<file path="src/rtl/sprite_mix_pkg.sv">
// sprite_mix_pkg: shared types and helpers for the sprite layer mixer
// and anything that needs to agree with its collision-map bit order.
package sprite_mix_pkg;

  localparam int RGB_W = 8;
  localparam logic [2:0] LAYER_NONE = 3'd7;

  typedef struct packed {
    logic [RGB_W-1:0] r;
    logic [RGB_W-1:0] g;
    logic [RGB_W-1:0] b;
  } rgb_t;

  // Bit position of pair (i,j), i<j, in row-major upper-triangle order
  function automatic int pair_index(
    input int i,
    input int j,
    input int n
  );
    return i * n - (i * (i + 1)) / 2 + (j - i - 1);
  endfunction

endpackage

</file>
<file path="src/rtl/vsync_edge_detect.sv">
// vsync_edge_detect: registered rising-edge detector whose history
// register resets high, so a vsync already high out of reset is ignored.
module vsync_edge_detect (
  input  logic clk_i,
  input  logic rst_ni,
  input  logic v_i,
  output logic rise_o
);

  logic prev_q;
  logic rise_q;

  always_ff @(posedge clk_i) begin
    if (!rst_ni) begin
      prev_q <= 1'b1;
      rise_q <= 1'b0;
    end else begin
      prev_q <= v_i;
      rise_q <= v_i & ~prev_q;
    end
  end

  assign rise_o = rise_q;

endmodule

</file>
<file path="src/rtl/sprite_layer_mixer.sv">
// sprite_layer_mixer: two-stage priority mixer over sprite layers plus
// a per-frame pairwise collision map published on the vsync rise.
module sprite_layer_mixer
  import sprite_mix_pkg::*;
#(
  parameter int          N_LAYERS = 4,
  parameter logic [23:0] BG_RGB   = 24'h000000,
  localparam int         N_PAIRS  = N_LAYERS * (N_LAYERS - 1) / 2
) (
  input  logic                      i_clk,
  input  logic                      i_rst_n,
  input  logic                      i_de,
  input  logic                      i_v_sync,
  input  logic [N_LAYERS-1:0]       i_hit,
  input  logic [N_LAYERS*RGB_W-1:0] i_red,
  input  logic [N_LAYERS*RGB_W-1:0] i_green,
  input  logic [N_LAYERS*RGB_W-1:0] i_blue,
  output logic                      o_de,
  output logic [RGB_W-1:0]          o_red,
  output logic [RGB_W-1:0]          o_green,
  output logic [RGB_W-1:0]          o_blue,
  output logic [2:0]                o_layer_id,
  output logic [N_PAIRS-1:0]        o_collision,
  output logic                      o_frame_done,
  output logic [15:0]               o_frame_count
);

  localparam int PW = $clog2(N_PAIRS + 1);
  localparam rgb_t BG = rgb_t'(BG_RGB);

  logic                s1_de_q;
  logic [N_LAYERS-1:0] s1_hit_q;
  rgb_t                s1_rgb_q [N_LAYERS];

  always_ff @(posedge i_clk) begin
    if (!i_rst_n) begin
      s1_de_q  <= 1'b0;
      s1_hit_q <= '0;
    end else begin
      s1_de_q  <= i_de;
      s1_hit_q <= i_hit;
    end
  end

  // colour needs no reset: it only reaches the output behind a hit flag
  always_ff @(posedge i_clk) begin
    for (int k = 0; k < N_LAYERS; k++) begin
      s1_rgb_q[k] <= '{
        r: i_red[k*RGB_W +: RGB_W],
        g: i_green[k*RGB_W +: RGB_W],
        b: i_blue[k*RGB_W +: RGB_W]
      };
    end
  end

  rgb_t       win_d;
  logic [2:0] id_d;
  logic       found;

  always_comb begin
    win_d = BG;
    id_d  = LAYER_NONE;
    found = 1'b0;
    if (s1_de_q) begin
      for (int k = 0; k < N_LAYERS; k++) begin
        if (!found && s1_hit_q[k]) begin
          found = 1'b1;
          win_d = s1_rgb_q[k];
          id_d  = 3'(k);
        end
      end
    end
  end

  logic [N_PAIRS-1:0] pair_hit;

  always_comb begin
    pair_hit = '0;
    for (int i = 0; i < N_LAYERS; i++) begin
      for (int j = i + 1; j < N_LAYERS; j++) begin
        pair_hit[PW'(pair_index(i, j, N_LAYERS))] =
          s1_de_q & s1_hit_q[i] & s1_hit_q[j];
      end
    end
  end

  logic rise;

  vsync_edge_detect u_vs_edge (
    .clk_i  (i_clk),
    .rst_ni (i_rst_n),
    .v_i    (i_v_sync),
    .rise_o (rise)
  );

  logic               de_q;
  rgb_t               pix_q;
  logic [2:0]         id_q;
  logic [N_PAIRS-1:0] acc_q, acc_d;
  logic [N_PAIRS-1:0] coll_q, coll_d;
  logic               done_q;
  logic [15:0]        frame_count_q, frame_count_d;

  // edge-cycle hits close the old frame and never leak into the new one
  always_comb begin
    acc_d         = acc_q | pair_hit;
    coll_d        = coll_q;
    frame_count_d = frame_count_q;
    if (rise) begin
      coll_d        = acc_q | pair_hit;
      acc_d         = '0;
      frame_count_d = frame_count_q + 16'd1;
    end
  end

  always_ff @(posedge i_clk) begin
    if (!i_rst_n) begin
      de_q          <= 1'b0;
      pix_q         <= BG;
      id_q          <= LAYER_NONE;
      acc_q         <= '0;
      coll_q        <= '0;
      done_q        <= 1'b0;
      frame_count_q <= 16'd0;
    end else begin
      de_q          <= s1_de_q;
      pix_q         <= win_d;
      id_q          <= id_d;
      acc_q         <= acc_d;
      coll_q        <= coll_d;
      done_q        <= rise;
      frame_count_q <= frame_count_d;
    end
  end

  assign o_de          = de_q;
  assign o_red         = pix_q.r;
  assign o_green       = pix_q.g;
  assign o_blue        = pix_q.b;
  assign o_layer_id    = id_q;
  assign o_collision   = coll_q;
  assign o_frame_done  = done_q;
  assign o_frame_count = frame_count_q;

endmodule

</file>
<file path="config.mk">
export PLATFORM = sky130hd
export DESIGN_NAME = sprite_layer_mixer
export DESIGN_NICKNAME = d
export VERILOG_FILES = /design/src/rtl/sprite_mix_pkg.sv /design/src/rtl/vsync_edge_detect.sv /design/src/rtl/sprite_layer_mixer.sv
export SDC_FILE = /design/constraint.sdc
export NUM_CORES = 1
export LEC_CHECK = 0
export BUFFER_PORTS_ARGS = -buffer_cell sky130_fd_sc_hd__buf_2
export CAP_MARGIN = 30
export CORE_ASPECT_RATIO = 1.4
export CORE_MARGIN = 4
export CORE_UTILIZATION = 49
export DETAILED_ROUTE_END_ITERATION = 10
export HOLD_SLACK_MARGIN = 0.05
export PLACE_DENSITY = 0.78
export SETUP_SLACK_MARGIN = 0.1
export SYNTH_ARGS = -nofsm -noshare
export SYNTH_HDL_FRONTEND = slang
export SYNTH_SLANG_ARGS = --single-unit
</file>
<file path="constraint.sdc">
create_clock -name i_clk -period 1.6 [get_ports i_clk]
set_input_delay 0.24 -clock i_clk [delete_from_list [all_inputs] [get_ports i_clk]]
set_output_delay 0.24 -clock i_clk [all_outputs]
set_load 0.01 [all_outputs]
</file>
==> results by group <==
Outcome
  • Run status: finished clean

Pwr
  • Sequential cell fraction of total power: 0.463
  • Overall power: 8890 uW
  • IR Drop Worst-Case VDD: 1.16 mV
  • Net load switching power: 1840 uW
  • Leakage: 0.00317 uW
  • Fraction of power consumed by combinational cells: 0.067
  • Switching share of power: 0.207
  • Share of power burned in the clock network: 0.470
  • Power per cell area: 1270 nW/um2
  • Internal Dissipation: around 7000 uW

Route
  • Number of design-rule violations left by the first detailed-router iteration: 176
  • WL/cell: 18.2 um
  • DRT met1 WL: about 4700 um
  • Ratio of routed vias to standard cells: 5.06
  • Uppermost signal routing layer after detailed routing: met4
  • Final antenna-violating net count: 0
  • Remaining routing DRC violations: 0
  • Routed wire length on met3: 934 um
  • Total length of routed met2 wires: between 7000 and 8000 um
  • Routed Wire Length: 13800 um
  • Via total after detailed routing: roughly 3800
  • Detailed-router iteration count before antenna repair: 6

Finish
  • Commonest non-fill, non-tap cell in the layout: dfxtp_1
  • Net count of the finished layout: 740
  • Total area of multi-input combinational cells: roughly 1300 um2
  • Fill cells: 522
  • Fraction of final layout cells sized beyond drive strength 1: 0.309
  • Post-route non-filler standard cell count: 759
  • Post-layout utilization of the core: 0.780
  • Commonest non-fill, non-tap cells in the layout: dfxtp_1 (154), buf_2 (152), dlygate4sd3_1 (102)
  • Relative area change from synthesis to final layout: 55.9%
  • Sequential standard cell area: 3130 um2

Clocking
  • Max Root-Sink Buffers: 2
  • Setup repair bufs after CTS: 0
  • Clock-pin slew on the worst setup and hold paths: 60 ps
  • Clock tree from TritonCTS: yes
  • Clock latency at the later pin of the worst-skew pair: 410 ps
  • Total clock buffers created by CTS: 17
  • Depth of the CTS H-tree: 4
  • Total clock sinks: 156
  • Clock root buffer: clkbuf_16

Global route
  • Number of antenna violations at the first check in global routing: 4
  • Overall routing resource usage: 0.263
  • Wire length of the first global-routing pass: 20700 um
  • Number of global-route vias before repair: around 4200
  • Maximum number of pins on one net before global-route repair: 33
  • Global route overflow: 0

Synth
  • Cell area after synthesis: approximately 4500 um2
  • Synthesis warning total: 0
  • Post-synthesis share of cell area spent on full adders, half adders and majority gates: 0.00279
  • Synthesized-area fraction occupied by ao, oa, aoi and oai cells: 0.137
  • Simple-Gate Fraction of Synth Area: 0.0989
  • Synthesis-stage register bit count: 156
  • Sequential fraction of the synthesis area: 0.695
  • Number of library cell types mapped by synthesis: 33
  • Post-synthesis average cell area: about 12 um2
  • Main combinational cell family by area after synthesis: compound AO/OA/AOI/OAI gates
  • Mux share of post-synthesis cell area: 0.0111
  • Xor and xnor area share after synthesis: 0.0195
  • Post-Synthesis Cells: about 370

Setup path
  • Crit path required time: 1900 ps
  • Worst reg2reg startpoint: s1_hit_q[1]
  • Type of element capturing the critical path: flip-flop
  • Worst Path Max Fanout: 11
  • Critical R2R Capture: o_red[5]
  • Critical path type: flip-flop to flip-flop
  • Startpoint types: flip-flop
  • Arrival time at the worst endpoint: ~1700 ps
  • Reg2reg setup slack: 190 ps
  • Worst reg-to-reg path cell count: 5

Hold path
  • Start point of the worst min-delay path: i_rst_n
  • Endpoint of the worst hold path: o_de
  • Path category of the worst min-delay check: input pin to flip-flop
  • Worst Hold Depth: 2

Floorplan
  • Vertical die dimension: 121 um
  • Effective utilization at floorplan: 0.500
  • Boundary Pins: between 150 and 200
  • Core Footprint: 8980 um2
  • Full die area: 10800 um2
  • Chip width: 88.9 um
  • Number of rows in the core area: 41

Timing
  • Final min period: 1410 ps
  • Summed negative setup slack over all endpoints: 0 ps
  • Max Clock Freq: about 710 MHz
  • Worst Hold Margin: roughly 180 ps
  • Pins over their slew limit: 0
  • Worst-case clock skew: 6.63 ps
  • Final period util: 0.880
  • Unrepaired setup endpoints after global routing: no
  • Final hold violation count: 0
  • Total setup violations reported at the end of the flow: 0

Run
  • Max-cap violation count: 0

Place
  • Inst Count DP: 619
  • Input/output buffers: around 150
  • Post-DP HPWL: 7320 um
  • Final RePlAce weighted congestion: around 0.77
state kept, by name (all words and copies together), names as in the netlist:
register,count
o_frame_count,16
o_red,8
o_collision,4
o_de,1
u_vs_edge.prev_q,1
u_vs_edge.rise_o,1
s1_rgb_q,96
o_frame_done,1
s1_hit_q,4
o_layer_id,3
acc_q,4
s1_de_q,1
o_blue,8
o_green,8
how the worst max path moves through the flow:
stage | slack, ps | to | startpoint
after global routing | 110 | o_red[2] | s1_hit_q[1]
after global placement | 160 | o_red[6] | s1_de_q
after CTS | 100 | o_green[3] | s1_hit_q[2]
after detailed placement | 120 | o_blue[3] | s1_de_q
final | 190 | o_red[5] | s1_hit_q[1]
after floorplan | 320 | o_blue[1] | s1_de_q
power by group through the flow:
stage	Sequential (uW)	Combinational (uW)	Clock (uW)
floorplan	4180	161	0
global placement	4180	350	0
detailed placement	4190	362	0
CTS	4110	567	4190
global route	4130	639	4420
finish	4120	593	4180
layout make-up:
type | count | share of cell area
clock buffers | 21 | 0.0643
repair buffers | 264 | 0.265
clock inverters | 11 | 0.0239
well taps | 107 | 0.0191
multi-input cells | 195 | 0.179
flip-flops and latches | 156 | 0.446
diodes | 4 | 0.00143
inverters | 1 | 0.000536
timing repair:
item	CTS	global route
endpoints found under the setup margin	5	17
hold buffers	102	0
pin swaps	1	0
resized for setup	0	8
hold endpoints to repair	102	0
gates cloned	2	0
stage by stage:
step | setup WS (ps) | area [um2]
finish | 192 | 7000
CTS | 99.1 | 6970
global route | 106 | 7000
global placement | 162 | 5320
floorplan | 318 | 4490
detailed placement | 121 | 5320
routing by layer:
metal,GRT usage,vias to the layer above
met4,0.150,0
met3,0.0761,35
met2,0.479,164
li1,-,1822
met1,0.255,1820
met5,0,-
Yosys cell counts:
master      n  area share
nand4_1     7      0.0098
and3_4      1      0.0025
a31oi_1     4      0.0056
buf_2      11       0.012
a22o_1     24       0.047
xor2_1      7       0.014
and4_1      4      0.0078
nor3_2      1      0.0022
conb_1      1     0.00084
nand2_1    33       0.028
ha_1        1      0.0028
mux2i_1     5       0.011
or2b_1      6       0.010
a21oi_1     1      0.0011
nor2b_1     1      0.0014
buf_4       4      0.0067
a211oi_1    4      0.0067
dfxtp_1   156        0.70
o21ai_0    27       0.030
nor3_1      1      0.0011
nor2_1     21       0.018
inv_1       1     0.00084
a22oi_1    24       0.040
clkbuf_1    6      0.0050
o41ai_1     1      0.0020
or3_1       1      0.0014
nand3_1     4      0.0045
a21boi_4    1      0.0042
xnor2_1     3      0.0059
and3_1      2      0.0028
and2_1      6      0.0084
buf_6       4       0.010
and2_4      1      0.0020
cell families (layout without fill, tap and decap cells):
kind of cell	Yosys count	in the layout
flip-flops	156	156
AND/OR/NAND/NOR	89	90
XOR/XNOR	10	10
multiplexers	5	5
AO/OA/AOI/OAI	86	87
buffers and inverters	26	297
adder cells (fa/ha/maj)	1	1
other	1	6
critical path, stage by stage, from the launching register on:
cell	delay (ps)
dfxtp_1	460
nor2b_2	90
buf_4	190
a22oi_1	200
o21ai_0	140
a22o_1	220
Note: power is estimated with default switching activity, not from simulation.
